==> config.mk <==
export PLATFORM = sky130hd
export DESIGN_NAME = agc_sequencer
export DESIGN_NICKNAME = d
export VERILOG_FILES = /design/src/rtl/agc_sequencer.sv
export SDC_FILE = /design/constraint.sdc
export NUM_CORES = 1
export LEC_CHECK = 0
export CAP_MARGIN = 20
export CELL_PAD_IN_SITES_DETAIL_PLACEMENT = 1
export CELL_PAD_IN_SITES_GLOBAL_PLACEMENT = 1
export CORE_AREA = 8 8 430 432
export DETAILED_ROUTE_END_ITERATION = 8
export DIE_AREA = 0 0 438 440
export PLACE_DENSITY = 0.41
export SYNTH_ARGS = -nofsm -noshare
export SYNTH_HDL_FRONTEND = slang
export SYNTH_SLANG_ARGS = --single-unit
==> constraint.sdc <==
create_clock -name clk_i -period 58.2 [get_ports clk_i]
set_clock_uncertainty 0.2 [all_clocks]
set_input_delay 8.73 -clock clk_i [delete_from_list [all_inputs] [get_ports clk_i]]
set_output_delay 8.73 -clock clk_i [all_outputs]
set_load 0.02 [all_outputs]
==> src/rtl/agc_sequencer.sv <==
// AGC measurement sequencer: tick/ce/LFSR strobes, accumulator capture, gated gain apply.
// Optional AGC_SEQ_AUTORESTART_EN: CAPTURE re-enters TICK while enable_i is high.
module agc_sequencer #(
  parameter int NCHAN       = 8,
  parameter int SQ_BITS     = 24,
  parameter int PR_BITS     = 21,
  parameter int PERIOD_BITS = 17,
  parameter int ACC_LATENCY = 3
) (
  input  logic                       clk_i,
  input  logic                       rst_i,
  input  logic                       enable_i,
  input  logic                       start_i,
  output logic                       busy_o,
  output logic                       done_o,
  output logic                       agc_tick_o,
  output logic                       agc_ce_o,
  output logic                       agc_rst_o,
  input  logic [NCHAN*SQ_BITS-1:0]   sq_accum_i,
  input  logic [NCHAN*PR_BITS-1:0]   gt_accum_i,
  input  logic [NCHAN*PR_BITS-1:0]   lt_accum_i,
  output logic [NCHAN*SQ_BITS-1:0]   sq_accum_o,
  output logic [NCHAN*PR_BITS-1:0]   gt_accum_o,
  output logic [NCHAN*PR_BITS-1:0]   lt_accum_o,
  input  logic [16:0]                scale_i,
  input  logic [7:0]                 offset_i,
  input  logic                       scale_wr_i,
  input  logic                       offset_wr_i,
  input  logic                       apply_req_i,
  output logic [16:0]                agc_scale_o,
  output logic [7:0]                 agc_offset_o,
  output logic                       agc_scale_ce_o,
  output logic                       agc_offset_ce_o,
  output logic                       agc_apply_o,
  output logic                       apply_pending_o
);

  typedef enum logic [2:0] {
    S_IDLE,
    S_TICK,
    S_RUN,
    S_FLUSH,
    S_CAPTURE
  } state_t;

  // CAPTURE itself is the ACC_LATENCY-th clock after the last ce, so FLUSH holds one fewer.
  localparam logic [3:0] FLUSH_LAST = 4'(ACC_LATENCY - 2);

  state_t                 state, state_next;
  logic [PERIOD_BITS-1:0] run_cnt, run_cnt_next;
  logic [3:0]             flush_cnt, flush_cnt_next;
  logic                   apply_pending;
  logic                   apply_issue;

  always_ff @(posedge clk_i or posedge rst_i) begin
    if (rst_i) begin
      state     <= S_IDLE;
      run_cnt   <= '0;
      flush_cnt <= '0;
    end else begin
      state     <= state_next;
      run_cnt   <= run_cnt_next;
      flush_cnt <= flush_cnt_next;
    end
  end

  always_comb begin
    state_next     = state;
    run_cnt_next   = run_cnt;
    flush_cnt_next = flush_cnt;
    case (state)
      S_IDLE: begin
        if (start_i && enable_i) state_next = S_TICK;
      end
      S_TICK: begin
        state_next = enable_i ? S_RUN : S_IDLE;
      end
      S_RUN: begin
        if (!enable_i) begin
          state_next   = S_IDLE;
          run_cnt_next = '0;
        end else if (run_cnt == '1) begin
          run_cnt_next = '0;
          state_next   = (ACC_LATENCY > 1) ? S_FLUSH : S_CAPTURE;
        end else begin
          run_cnt_next = run_cnt + 1'b1;
        end
      end
      S_FLUSH: begin
        if (!enable_i) begin
          state_next     = S_IDLE;
          flush_cnt_next = '0;
        end else if (flush_cnt == FLUSH_LAST) begin
          state_next     = S_CAPTURE;
          flush_cnt_next = '0;
        end else begin
          flush_cnt_next = flush_cnt + 1'b1;
        end
      end
      S_CAPTURE: begin
`ifdef AGC_SEQ_AUTORESTART_EN
        state_next = enable_i ? S_TICK : S_IDLE;
`else
        state_next = S_IDLE;
`endif
      end
      default: state_next = S_IDLE;
    endcase
  end

  assign busy_o     = (state != S_IDLE);
  assign agc_tick_o = (state == S_TICK);
  assign agc_ce_o   = (state == S_RUN);

  // Apply waits out any parameter load pulse so cores see the new value before applying.
  assign apply_issue = apply_pending &&
                       ((state == S_IDLE) || (state == S_CAPTURE)) &&
                       !agc_scale_ce_o && !agc_offset_ce_o;
  assign agc_apply_o     = apply_issue;
  assign apply_pending_o = apply_pending;

  always_ff @(posedge clk_i or posedge rst_i) begin
    if (rst_i) begin
      agc_rst_o     <= 1'b1;
      done_o        <= 1'b0;
      apply_pending <= 1'b0;
    end else begin
      agc_rst_o     <= !enable_i;
      done_o        <= (state == S_CAPTURE);
      apply_pending <= apply_req_i || (apply_pending && !apply_issue);
    end
  end

  always_ff @(posedge clk_i or posedge rst_i) begin
    if (rst_i) begin
      sq_accum_o <= '0;
      gt_accum_o <= '0;
      lt_accum_o <= '0;
    end else if (state == S_CAPTURE) begin
      sq_accum_o <= sq_accum_i;
      gt_accum_o <= gt_accum_i;
      lt_accum_o <= lt_accum_i;
    end
  end

  always_ff @(posedge clk_i or posedge rst_i) begin
    if (rst_i) begin
      agc_scale_o     <= '0;
      agc_offset_o    <= '0;
      agc_scale_ce_o  <= 1'b0;
      agc_offset_ce_o <= 1'b0;
    end else begin
      agc_scale_ce_o  <= scale_wr_i;
      agc_offset_ce_o <= offset_wr_i;
      if (scale_wr_i)  agc_scale_o  <= scale_i;
      if (offset_wr_i) agc_offset_o <= offset_i;
    end
  end

endmodule

After elaboration in Yosys (flattened, before gate mapping)

Index checks and enable logic that the tools add are counted.

Reduce and logical (&&, ||, !) cells: 14
$add $sub $neg: 2
Equal/unequal tests: 9
Multiplexer cells: 11

Operators by type and width:

| cell                  | number |
|---|---|
| $mux 17               | 2 |
| $add 17x1->17 const B | 1 |
| $eq 17x17->1 const B  | 1 |
| $mux 3                | 5 |
| $pmux 3 s4            | 1 |
| $mux 4                | 2 |
| $eq 3x2->1 const B    | 2 |
| $logic_and 1x1->1     | 5 |
| $add 4x1->4 const B   | 1 |
| $eq 4x1->1 const B    | 1 |
| $logic_not 1->1       | 4 |
| $eq 3x1->1 const B    | 1 |
| $eq 3x3->1 const B    | 1 |
| $logic_not 3->1       | 1 |
| $ne 3x2->1 const B    | 1 |
| $ne 3x3->1 const B    | 1 |
| $reduce_and 3->1      | 1 |
| $reduce_bool 3->1     | 1 |
| $logic_or 1x1->1      | 2 |
| $mux 2                | 1 |
| $ne 2x2->1 const B    | 1 |

Word-level logic and storage cells: 49
Bits in registers: 582
Output and inout bits: 562
Input bits: 560

Logic depth before layout (Yosys ltp)

Word-level depth: 8
Gate-level depth with buffers: 10
Mapped depth without buffers: 9

Worst setup path before layout

OpenSTA, ideal clock, no wires.

Kind: register -> output
Start: register state[0]
End: output agc_apply_o
Data arrival time: 1.494 ns
Path buffers: 1
Stages on the path, launching flop included: 4
Path slack: 47.776 ns
Data required time: 49.270 ns
Cell sequence: dfrtp_1 buf_2 or2_2 nor4_1

Cells in the longest elaborated chain, start to end: 5
Elaborated cells between the ends (all ways): 6
Those cells by class: eq/ne: 1; reduce/logical: 5

RTL lines:

| item                                          | RTL line | text |
|---|---|---|
| start: declaration                            | 49       | `state_t state, state_next;` |
| start signal: assignment                      | 61       | `state <= state_next;` |
| $eq 3x3->1 or $logic_not 3->1 (tied branches) | 117      | `((state == S_IDLE) \|\| (state == S_CAPTURE)) &&` |
| $logic_or 1x1->1 (*)                          | 117      |  |
| $logic_and 1x1->1 (*)                         | 116      | `assign apply_issue = apply_pending &&` |
| $logic_and 1x1->1 (*)                         | 117      |  |
| $logic_and 1x1->1 (*)                         | 118      | `!agc_scale_ce_o && !agc_offset_ce_o;` |
| end: declaration                              | 34       | `output logic agc_apply_o,` |

Mark *: on every way between the ends. The rest lies on a longest branch, timed or not.

==> impl_metrics.py <==
metrics = {
    "clocking": {
        "cts_tree": "done",
        "holdBufCountCts": 0,
        "cts_buffer_depth": 3,
        "cts.sinks": 582,
        "cts_buffers": 82,
        "clk-insertion-delay-late_ns": 0.66,
        "cts.clk_slew.worst_paths_ns": 0.06,
        "post_cts_buffers": 0,
        "cts_resized": 0,
        "htreeDepth": 3,
        "cts_root_buf": "clkbuf_16",
    },
    "global_routing": {
        "grt_pass1_vias": 17780,
        "grt_pass1_wl_mm": 149.9,
        "grt-ovfl-total": 0,
        "track_usage_pct": 10.83,
        "antenna_found_initial": 20,
        "grt_start_max_net_pins": 133,
    },
    "yosys": {
        "yosys.cell_types.count": 41,
        "yosysSeqAreaShare_pct": 66.32,
        "synth_area_leaders": "dfrtp_1, mux2_2, buf_4, buf_2, a31oi_1",
        "ys_seq_elements": 582,
        "synthArstFlopShare_pct": 100.0,
        "synth_fp_nets": 1883,
        "synth-simple-area-share_pct": 1.572,
        "synth_xor_area_share_pct": 0,
        "yosysTopAreaCellShare_pct": 66.20,
        "synth.largest_area_cell": "dfrtp_1",
        "yosys_warnings": 0,
        "synth_mux_area_share_pct": 28.45,
        "synth_compound_area_share_pct": 1.242,
        "synth_cells": 1319,
        "synth_edf_count": 0,
        "syn_area_per_cell_um2": 16.65,
        "syn-cell-area_mm2": 0.02196,
        "synth_fa_ha_area_share_pct": 0.2279,
        "synth-main-ff-cell": "dfrtp_1",
        "synth_top_family_by_area": "multiplexers",
    },
    "drt": {
        "final_antenna_net_count": 0,
        "drt-initial-drc-count": 490,
        "via_per_inst": 3.252,
        "vias": 15930,
        "dr.pass1.iters": 4,
        "finalWirelength_mm": 108.3,
        "drc": 0,
        "wire_per_inst_um": 22.11,
    },
    "placed_design": {
        "finalWeightedCongestion": 0.7651,
        "port_buffers": 1121,
        "dp.cells": 4743,
        "dpl_worst_slack_ns": 44.95,
        "place_hpwl_mm": 84.45,
    },
    "setup_path": {
        "r2r-start": "state[0]",
        "r2r-end": "sq_accum_o[81]",
        "startpoint_type": "input port",
        "cp-end-kind": "async pin",
        "r2r_cells": 6,
        "arrival_ns": 12.82,
        "crit_type": "in2async",
        "r2r_slack_ns": 53.60,
        "required_ns": 58.72,
        "critPathMaxFanout": 101,
    },
    "hold_path": {
        "hold_class": "reg2reg",
        "hold-path-endpoint": "run_cnt[16]",
        "min_from": "run_cnt[16]",
        "min_delay_path_depth": 2,
    },
    "floorplanning": {
        "die-area_mm2": 0.1927,
        "rows": 155,
        "boundaryPins": 1122,
        "initial_core_util_pct": 12.36,
        "fp.dieH_um": 440,
        "core_mm2": 0.1776,
        "die_x_um": 438,
    },
    "sta": {
        "setup_viol": 0,
        "layout_min_cycle_time_ns": 12.30,
        "relSlewSlack_pct": 36.76,
        "hold_viol": 0,
        "worst_pin_slew_ns": 0.9486,
        "grt_setup_unrepaired": "false",
        "setup_tns_ns": 0,
        "post-route-period-util_pct": 21.13,
        "maxSlewViolCount": 0,
        "max_freq_ghz": 0.08131,
        "worst_slack_ns": 45.90,
    },
    "finish": {
        "layout_common_cells": "clkdlybuf4s50_1, dfrtp_1, mux2_2, clkbuf_16, clkbuf_1",
        "final_common_cell": "clkdlybuf4s50_1",
        "layout-drive-gt1-share_pct": 27.64,
        "nets": 3037,
        "syn2layout_area_growth_pct": 75.38,
        "final_cells": 4900,
    },
    "flow_run": {
        "drv_cap": 0,
    },
    "outcome": {
        "outcome": "finished, final reports clean",
    },
    "power": {
        "ir_worst_vdd_mv": 0.02047,
        "powerDensity_mw_per_mm2": 25.33,
        "p_leak_nw": 16.82,
        "total_power_w": 0.0009757,
    },
}
[worst max-delay path: stages]
cell and delay, ns:
clkdlybuf4s50_1 0.49, inv_8 0.53, buf_4 0.76, buf_4 0.65
buf_4 0.69, buf_4 0.70
[worst max-delay path by stage]
stage / start / end / slack (ns) / cells after the start
detailed placement: rst_i / flush_cnt[3] / 44.95 / 6
global placement: rst_i / agc_offset_ce_o / 44.84 / 6
floorplan: rst_i / agc_offset_ce_o / 32.99 / 1
finish: rst_i / agc_scale_ce_o / 45.90 / 6
global route: rst_i / agc_scale_ce_o / 45.36 / 6
CTS: rst_i / agc_offset_ce_o / 45.75 / 6
[metrics by stage]
step	instance area [um2]	hold slack, ns	util (%)
after floorplan	21960	0.2421	-
after global placement	35830	0.2714	20.17
after detailed placement	35830	0.2728	20.17
after CTS	38470	0.2899	21.66
after global routing	38490	0.3168	21.67
final	38510	0.2815	21.68
[sequential cells by signal, indices dropped and copies added (netlist names)]
register	flops
agc_offset_ce_o	1
agc_offset_o	8
agc_rst_o	1
agc_scale_ce_o	1
agc_scale_o	17
apply_pending_o	1
done_o	1
flush_cnt	4
gt_accum_o	168
lt_accum_o	168
run_cnt	17
sq_accum_o	192
state	3
[report_power, final]
group / total [W] / internal (W) / switching, W
Clock: 0.000498 / 0.000301 / 0.000197
Sequential: 0.000412 / 0.000409 / 0.00000343
Combinational: 0.0000658 / 0.0000410 / 0.0000247
Total: 0.000976 / 0.000751 / 0.000225
[cell usage after synthesis (2+ instances only)]
cell type and n:
dfrtp_1 581, mux2_2 554, buf_4 42, buf_2 20
nand2_1 19, o21ai_0 13, a31oi_1 12, and3_1 11
inv_1 7, a21o_1 6, nand3_1 6, clkbuf_1 4
ha_1 4, nor3b_1 4, a21oi_1 3, nor2_1 3
nor4_1 3, buf_6 2, nor3_1 2, or2_2 2
[cell type report]
cell class	count	area [um2]
Fill cell	19700	139100
Sequential cell	582	14570
Clock buffer	127	2487
Timing Repair Buffer	1138	11380
Multi-Input combinational cell	662	6922
Inverter	7	33.78
Antenna cell	12	30.03
Tap cell	2355	2947
Clock inverter	17	148.9
[kinds of logic after synthesis]
group,after synthesis
simple gates,60
buf+inv,75
fa+ha+maj,4
compound gates,43
mux,555
flops,582
[metal layers]
layer	track usage, %	up-vias	wire length [um]
li1	-	7034	-
met1	11.43	8171	38840
met2	19.29	595	56590
met3	5.342	122	10610
met4	2.698	12	2190
met5	0	-	85
(Power assumes the default switching activity.)
